### src/rtl/bcd_display_driver.sv
`timescale 1ns/1ps
`default_nettype none
// +--------------------------------------------------------------------------+
// | bcd_display_driver: sequential double-dabble binary-to-BCD converter     |
// | driving DIGITS seven-segment outputs. Option: BCD_LEADING_ZERO_BLANK_EN  |
// | Revision: 1.0                                                            |
// +--------------------------------------------------------------------------+
module bcd_display_driver #(
  parameter int DATA_W         = 14,
  parameter int DIGITS         = 5,
  parameter int SEG_ACTIVE_LOW = 1
) (
  input  logic                  clk,
  input  logic                  rst,
  input  logic [DATA_W-1:0]     bin_i,
  input  logic                  start_i,
  output logic                  ready_o,
  output logic                  valid_o,
  output logic [4*DIGITS-1:0]   bcd_o,
  output logic [7*DIGITS-1:0]   seg_o
);

  localparam int CNT_W = $clog2(DATA_W + 1);
  localparam logic [CNT_W-1:0] LAST_ITER = CNT_W'(DATA_W - 1);

  typedef enum logic [0:0] {
    IDLE  = 1'b0,
    SHIFT = 1'b1
  } state_t;

  state_t               state;
  logic [DATA_W-1:0]    shift_reg;
  logic [4*DIGITS-1:0]  acc;
  logic [CNT_W-1:0]     count;
  logic [4*DIGITS-1:0]  acc_adj;
  logic [4*DIGITS-1:0]  acc_next;

  // Active-high pattern {g,f,e,d,c,b,a}; unreachable codes 10-15 blank.
  function automatic logic [6:0] seg_digit(input logic [3:0] d);
    logic [6:0] p;
    case (d)
      4'd0:    p = 7'b0111111;
      4'd1:    p = 7'b0000110;
      4'd2:    p = 7'b1011011;
      4'd3:    p = 7'b1001111;
      4'd4:    p = 7'b1100110;
      4'd5:    p = 7'b1101101;
      4'd6:    p = 7'b1111101;
      4'd7:    p = 7'b0000111;
      4'd8:    p = 7'b1111111;
      4'd9:    p = 7'b1101111;
      default: p = 7'b0000000;
    endcase
    return p;
  endfunction

  function automatic logic [7*DIGITS-1:0] encode(input logic [4*DIGITS-1:0] b);
    logic [7*DIGITS-1:0] s;
    logic [6:0]          p;
`ifdef BCD_LEADING_ZERO_BLANK_EN
    logic                lead;
    lead = 1'b1;
`endif
    s = '0;
    for (int i = DIGITS - 1; i >= 0; i--) begin
      p = seg_digit(b[4*i +: 4]);
`ifdef BCD_LEADING_ZERO_BLANK_EN
      // Scanning from the top, digits stay blank until the first nonzero one.
      if (b[4*i +: 4] != 4'd0) lead = 1'b0;
      if (lead && (i != 0)) p = 7'b0000000;
`endif
      s[7*i +: 7] = (SEG_ACTIVE_LOW != 0) ? ~p : p;
    end
    return s;
  endfunction

  always_comb begin
    acc_adj = acc;
    for (int i = 0; i < DIGITS; i++) begin
      if (acc[4*i +: 4] >= 4'd5) acc_adj[4*i +: 4] = acc[4*i +: 4] + 4'd3;
    end
    acc_next = {acc_adj[4*DIGITS-2:0], shift_reg[DATA_W-1]};
  end

  always_ff @(posedge clk) begin
    if (!rst) begin
      state     <= IDLE;
      ready_o   <= 1'b1;
      valid_o   <= 1'b0;
      bcd_o     <= '0;
      seg_o     <= encode('0);
      shift_reg <= '0;
      acc       <= '0;
      count     <= '0;
    end else begin
      valid_o <= 1'b0;
      case (state)
        IDLE: begin
          if (start_i) begin
            shift_reg <= bin_i;
            acc       <= '0;
            count     <= '0;
            ready_o   <= 1'b0;
            state     <= SHIFT;
          end
        end
        SHIFT: begin
          shift_reg <= shift_reg << 1;
          acc       <= acc_next;
          count     <= count + 1'b1;
          if (count == LAST_ITER) begin
            bcd_o   <= acc_next;
            seg_o   <= encode(acc_next);
            valid_o <= 1'b1;
            ready_o <= 1'b1;
            state   <= IDLE;
          end
        end
        default: state <= IDLE;
      endcase
    end
  end

endmodule
`default_nettype wire

### config.mk
export PLATFORM = sky130hd
export DESIGN_NAME = bcd_display_driver
export DESIGN_NICKNAME = d
export VERILOG_FILES = /design/src/rtl/bcd_display_driver.sv
export SDC_FILE = /design/constraint.sdc
export NUM_CORES = 1
export LEC_CHECK = 0
export ABC_CLOCK_PERIOD_IN_PS = 3150
export CAP_MARGIN = 10
export CELL_PAD_IN_SITES_DETAIL_PLACEMENT = 0
export CELL_PAD_IN_SITES_GLOBAL_PLACEMENT = 1
export CORE_MARGIN = 4
export CORE_UTILIZATION = 30
export CTS_BUF_LIST = sky130_fd_sc_hd__clkbuf_16
export DETAILED_ROUTE_END_ITERATION = 16
export PLACE_DENSITY_LB_ADDON = 0.25
export SLEW_MARGIN = 40
export SYNTH_ARGS = -nofsm -noshare
export SYNTH_HDL_FRONTEND = slang
export SYNTH_SLANG_ARGS = --single-unit
### constraint.sdc
create_clock -name clk -period 3.15 [get_ports clk]
set_input_delay 0.315 -clock clk [delete_from_list [all_inputs] [get_ports clk]]
set_output_delay 0.315 -clock clk [all_outputs]
set_load 0.01 [all_outputs]
==> metrics.log <==
[metrics] P_leak: approximately 2.4 nW
[metrics] Max-cap violations: 0
[metrics] total congestion overflow: 0
[metrics] wire per inst: 15.3 microns
[metrics] type of element launching the critical path: flip-flop
[metrics] leading post-synthesis cells by cell area: dfxtp_1 36%, ha_1 7.2%, nand2_1 4.9%
[metrics] endpoint class of the critical path: flip-flop
[metrics] portion of the post-synthesis area used by sequential elements: about 36%
[metrics] number of enable-type register cells in the synthesized netlist: 0
[metrics] dominant synthesized flop cell: dfxtp_1
[metrics] clock latency reported for the late side of the worst-skew pair: 0.35 ns
[metrics] total of endpoints with negative setup slack in the final report: 0
[metrics] Sinks on Clock Net: 96
[metrics] worst slew pin tran: 0.792 ns
[metrics] slowest stage delay, CP: 0.40 ns
[metrics] HPWL Detailed: roughly 9.4 mm
[metrics] flip-flop count of the largest register, all copies and words added: 35
[metrics] Starting Density: 30.8%
[metrics] area added between synthesis and finish: 21.7%
[metrics] required time at the worst-slack endpoint: roughly 3.4 ns
[metrics] final weighted congestion in routability-driven placement: between 0.8 and 0.9
[metrics] post-layout utilization of the core: 37.5%
[metrics] hold-fix buffers at CTS: 0
[metrics] wire length of the first global-routing pass: approximately 23 mm
[metrics] CTS tree: done
[metrics] Max Transition Viols Final: 0
[metrics] hold_ws: roughly 0.46 ns
[metrics] number of fillers in the final layout: between 1500 and 2000
[metrics] core region area: 17500 sq um
[metrics] power density relative to cell area: around 380 nW/um^2
[metrics] die width: between 100 and 150 microns
[metrics] synthesized instance count: 621
[metrics] drt first pass iters: 4
[metrics] Root Buffer Master: clkbuf_16
[metrics] Synth async-reset ratio: 0%
[metrics] Worst Skew: around 0.0073 ns
[metrics] TritonCTS buffer count: 9
[metrics] net count after synthesis: 669
[metrics] peak clock frequency supported by timing: approximately 0.40 GHz
[metrics] global route hottest layer: met2
[metrics] path type of the worst min-delay path: reg2reg
[metrics] final cycle utilization of the critical path: 79.9%
[metrics] Vias: 4542
[metrics] cell area after placement: ~6300 sq um
[metrics] area of the mapped netlist: 5390 sq um
[metrics] number of H-tree levels: 3
[metrics] met2 track demand over resource: between 20% and 30%
[metrics] cell chain of the critical path: inv_1 -> ha_1 -> nor2b_1 -> or3_1 -> and2_1 -> ha_1 -> or3_1 -> a32o_1
[metrics] minimum clock period: 2.52 ns
[metrics] flip-flop and latch count after synthesis: 96
[metrics] pin count of the biggest net entering global routing: 57
[metrics] Mapped Avg Cell Area: around 8.7 sq um
[metrics] GR met1 Demand/Resource: 18.1%
[metrics] cell taking the most area after synthesis: dfxtp_1
[metrics] NumNets Final: 718
[metrics] result of the run: finished clean
[metrics] post-CTS repair timing setup buffer count: 0
[metrics] Die Outline Area: approximately 20000 sq um
[metrics] number of antenna-violating nets in the routed design: 0
[metrics] IO Count: between 70 and 80
[metrics] proportion of layout cells with a drive suffix above 1: 8.89%
[metrics] slowest CP cell: dfxtp_1
[metrics] total count of hold-check failures in the final report: 0
[metrics] Clock Pin Slew Worst Setup and Hold Paths: roughly 0.07 ns
[metrics] worst vdd ir: about 0.26 mV
[metrics] post-detailed-routing wire length: approximately 14 mm
[metrics] input/output buffers: 73
[metrics] total negative slack for setup checks: 0 ns
[metrics] number of global-route vias before repair: 4550
[metrics] met3 Use GR: 2.99%
[metrics] height of the die: between 100 and 150 microns
[metrics] GRT Util Overall: between 10% and 20%
[metrics] classification of the worst setup path: reg2reg
[metrics] total number of placement rows: 48
[metrics] DR vias/cell: between 5 and 6
[metrics] final design area excluding fillers: around 6600 sq um
[metrics] unrepaired setup endpoints after global routing: false
[metrics] DRC errors left: 0
[metrics] Max Fanout on Critical Path: 7
[metrics] post-synth top area share: 35.7%
[metrics] post-cts gate resize count: 0
[metrics] register with the most flip-flops: seg_o
[metrics] biggest registers after layout: seg_o: 35 flops, acc: 20 flops, bcd_o: 20 flops
[metrics] unique cell type count in the Yosys netlist: 65
[metrics] drt first-iter violations: 255
[metrics] Syn. warnings: 0
[metrics] antenna violations before repair: 0
[metrics] number of inserted diodes: 0
[metrics] Crit path arrival time: about 2.8 ns
[metrics] buffer depth of the longest clock path: 2
[metrics] max-slew headroom at the worst pin: 46.6%
## critical path: cells and delay by family, from the launching register on
kind | cells | cell delay, ns
AND/OR/NAND/NOR | 4 | 1.14
adder cells (fa/ha/maj) | 2 | 0.51
flip-flops | 1 | 0.40
AO/OA/AOI/OAI | 1 | 0.25
buffers and inverters | 1 | 0.12
## layout make-up
| cell class | instances | area, sq um | area share (%) |
|---|---|---|---|
| Clock buffer | 9 | 225 | 3.43 |
| Clock inverter | 7 | 72.6 | 1.11 |
| Inverter | 27 | 106 | 1.62 |
| Multi-Input combinational cell | 456 | 3180 | 48.4 |
| Sequential cell | 96 | 1920 | 29.3 |
| Tap cell | 225 | 282 | 4.29 |
| Timing Repair Buffer | 80 | 776 | 11.8 |
## Yosys cell counts (all sizes together) (12+ instances only)
cell    count
dfxtp      96
nand2      71
nor3       13
mux2i      15
nor3b      17
nor2       12
a21boi     13
buf        12
a31oi      15
ha         31
and2       30
inv        26
nor2b      26
or3        12
a21oi      48
clkbuf     30
o21ai      47
## worst paths after layout
path / startpoint / endpoint / slack [ns] / cells after the start
min reg2reg: seg_o[5] / seg_o[5] / 0.46 / 2
max: acc[8] / seg_o[21] / 0.63 / 8
min: seg_o[5] / seg_o[5] / 0.46 / 2
max reg2reg: acc[8] / seg_o[21] / 0.63 / 8
## metal layers
layer,vias up,routed length [microns]
met5,-,0
met4,0,165
met3,14,513
met2,80,6510
met1,2127,6600
li1,2321,-
## logic make-up (layout without fill, tap and decap cells)
| group | after synthesis | count (layout) | synth area share, % |
|---|---|---|---|
| fa+ha+maj | 31 | 31 | 7.20 |
| xor+xnor | 6 | 6 | 1.58 |
| buf+inv | 69 | 123 | 5.41 |
| compound gates | 198 | 198 | 26.2 |
| flops | 96 | 96 | 35.7 |
| simple gates | 206 | 206 | 21.2 |
| mux | 15 | 15 | 2.79 |
## report_power, final
group | internal [mW] | leakage, nW | switching, mW | total (mW)
registers | 1.23 | 0.776 | 0.0105 | 1.24
logic | 0.0553 | 1.50 | 0.0705 | 0.126
clock network | 0.616 | 0.141 | 0.500 | 1.12
total | 1.90 | 2.41 | 0.581 | 2.48
## layout by cell type, fill, tap and decap left out, types with 4 or more instances in the layout
cell              n
buf_4             8
nor2_1           11
o311ai_0          4
clkbuf_16         9
o21a_1            7
nor3b_1          17
o211a_1           9
inv_1            25
and2_1           29
nor3_1           13
xnor2_1           4
ha_1             31
o21ai_0          44
a21oi_1          44
or3_1            12
clkdlybuf4s50_1  71
nor2b_1          26
a211oi_2          8
o211ai_1          4
a31oi_1          15
a21boi_0         12
mux2i_1          15
dfxtp_1          95
o31ai_1           5
nand2_1          71
nand2b_2          4
a221o_1           4
o22ai_1           7
a32o_1            5
## stage by stage
step / setup WS [ns] / total power, mW / instances
after floorplan: 0.830 / 1.35 / 621
after global routing: 0.417 / 2.60 / 900
after global placement: 0.726 / 1.39 / 884
after detailed placement: 0.650 / 1.39 / 884
after CTS: 0.642 / 2.54 / 900
final: 0.633 / 2.48 / 900
Note: power is estimated with default switching activity, not from simulation.
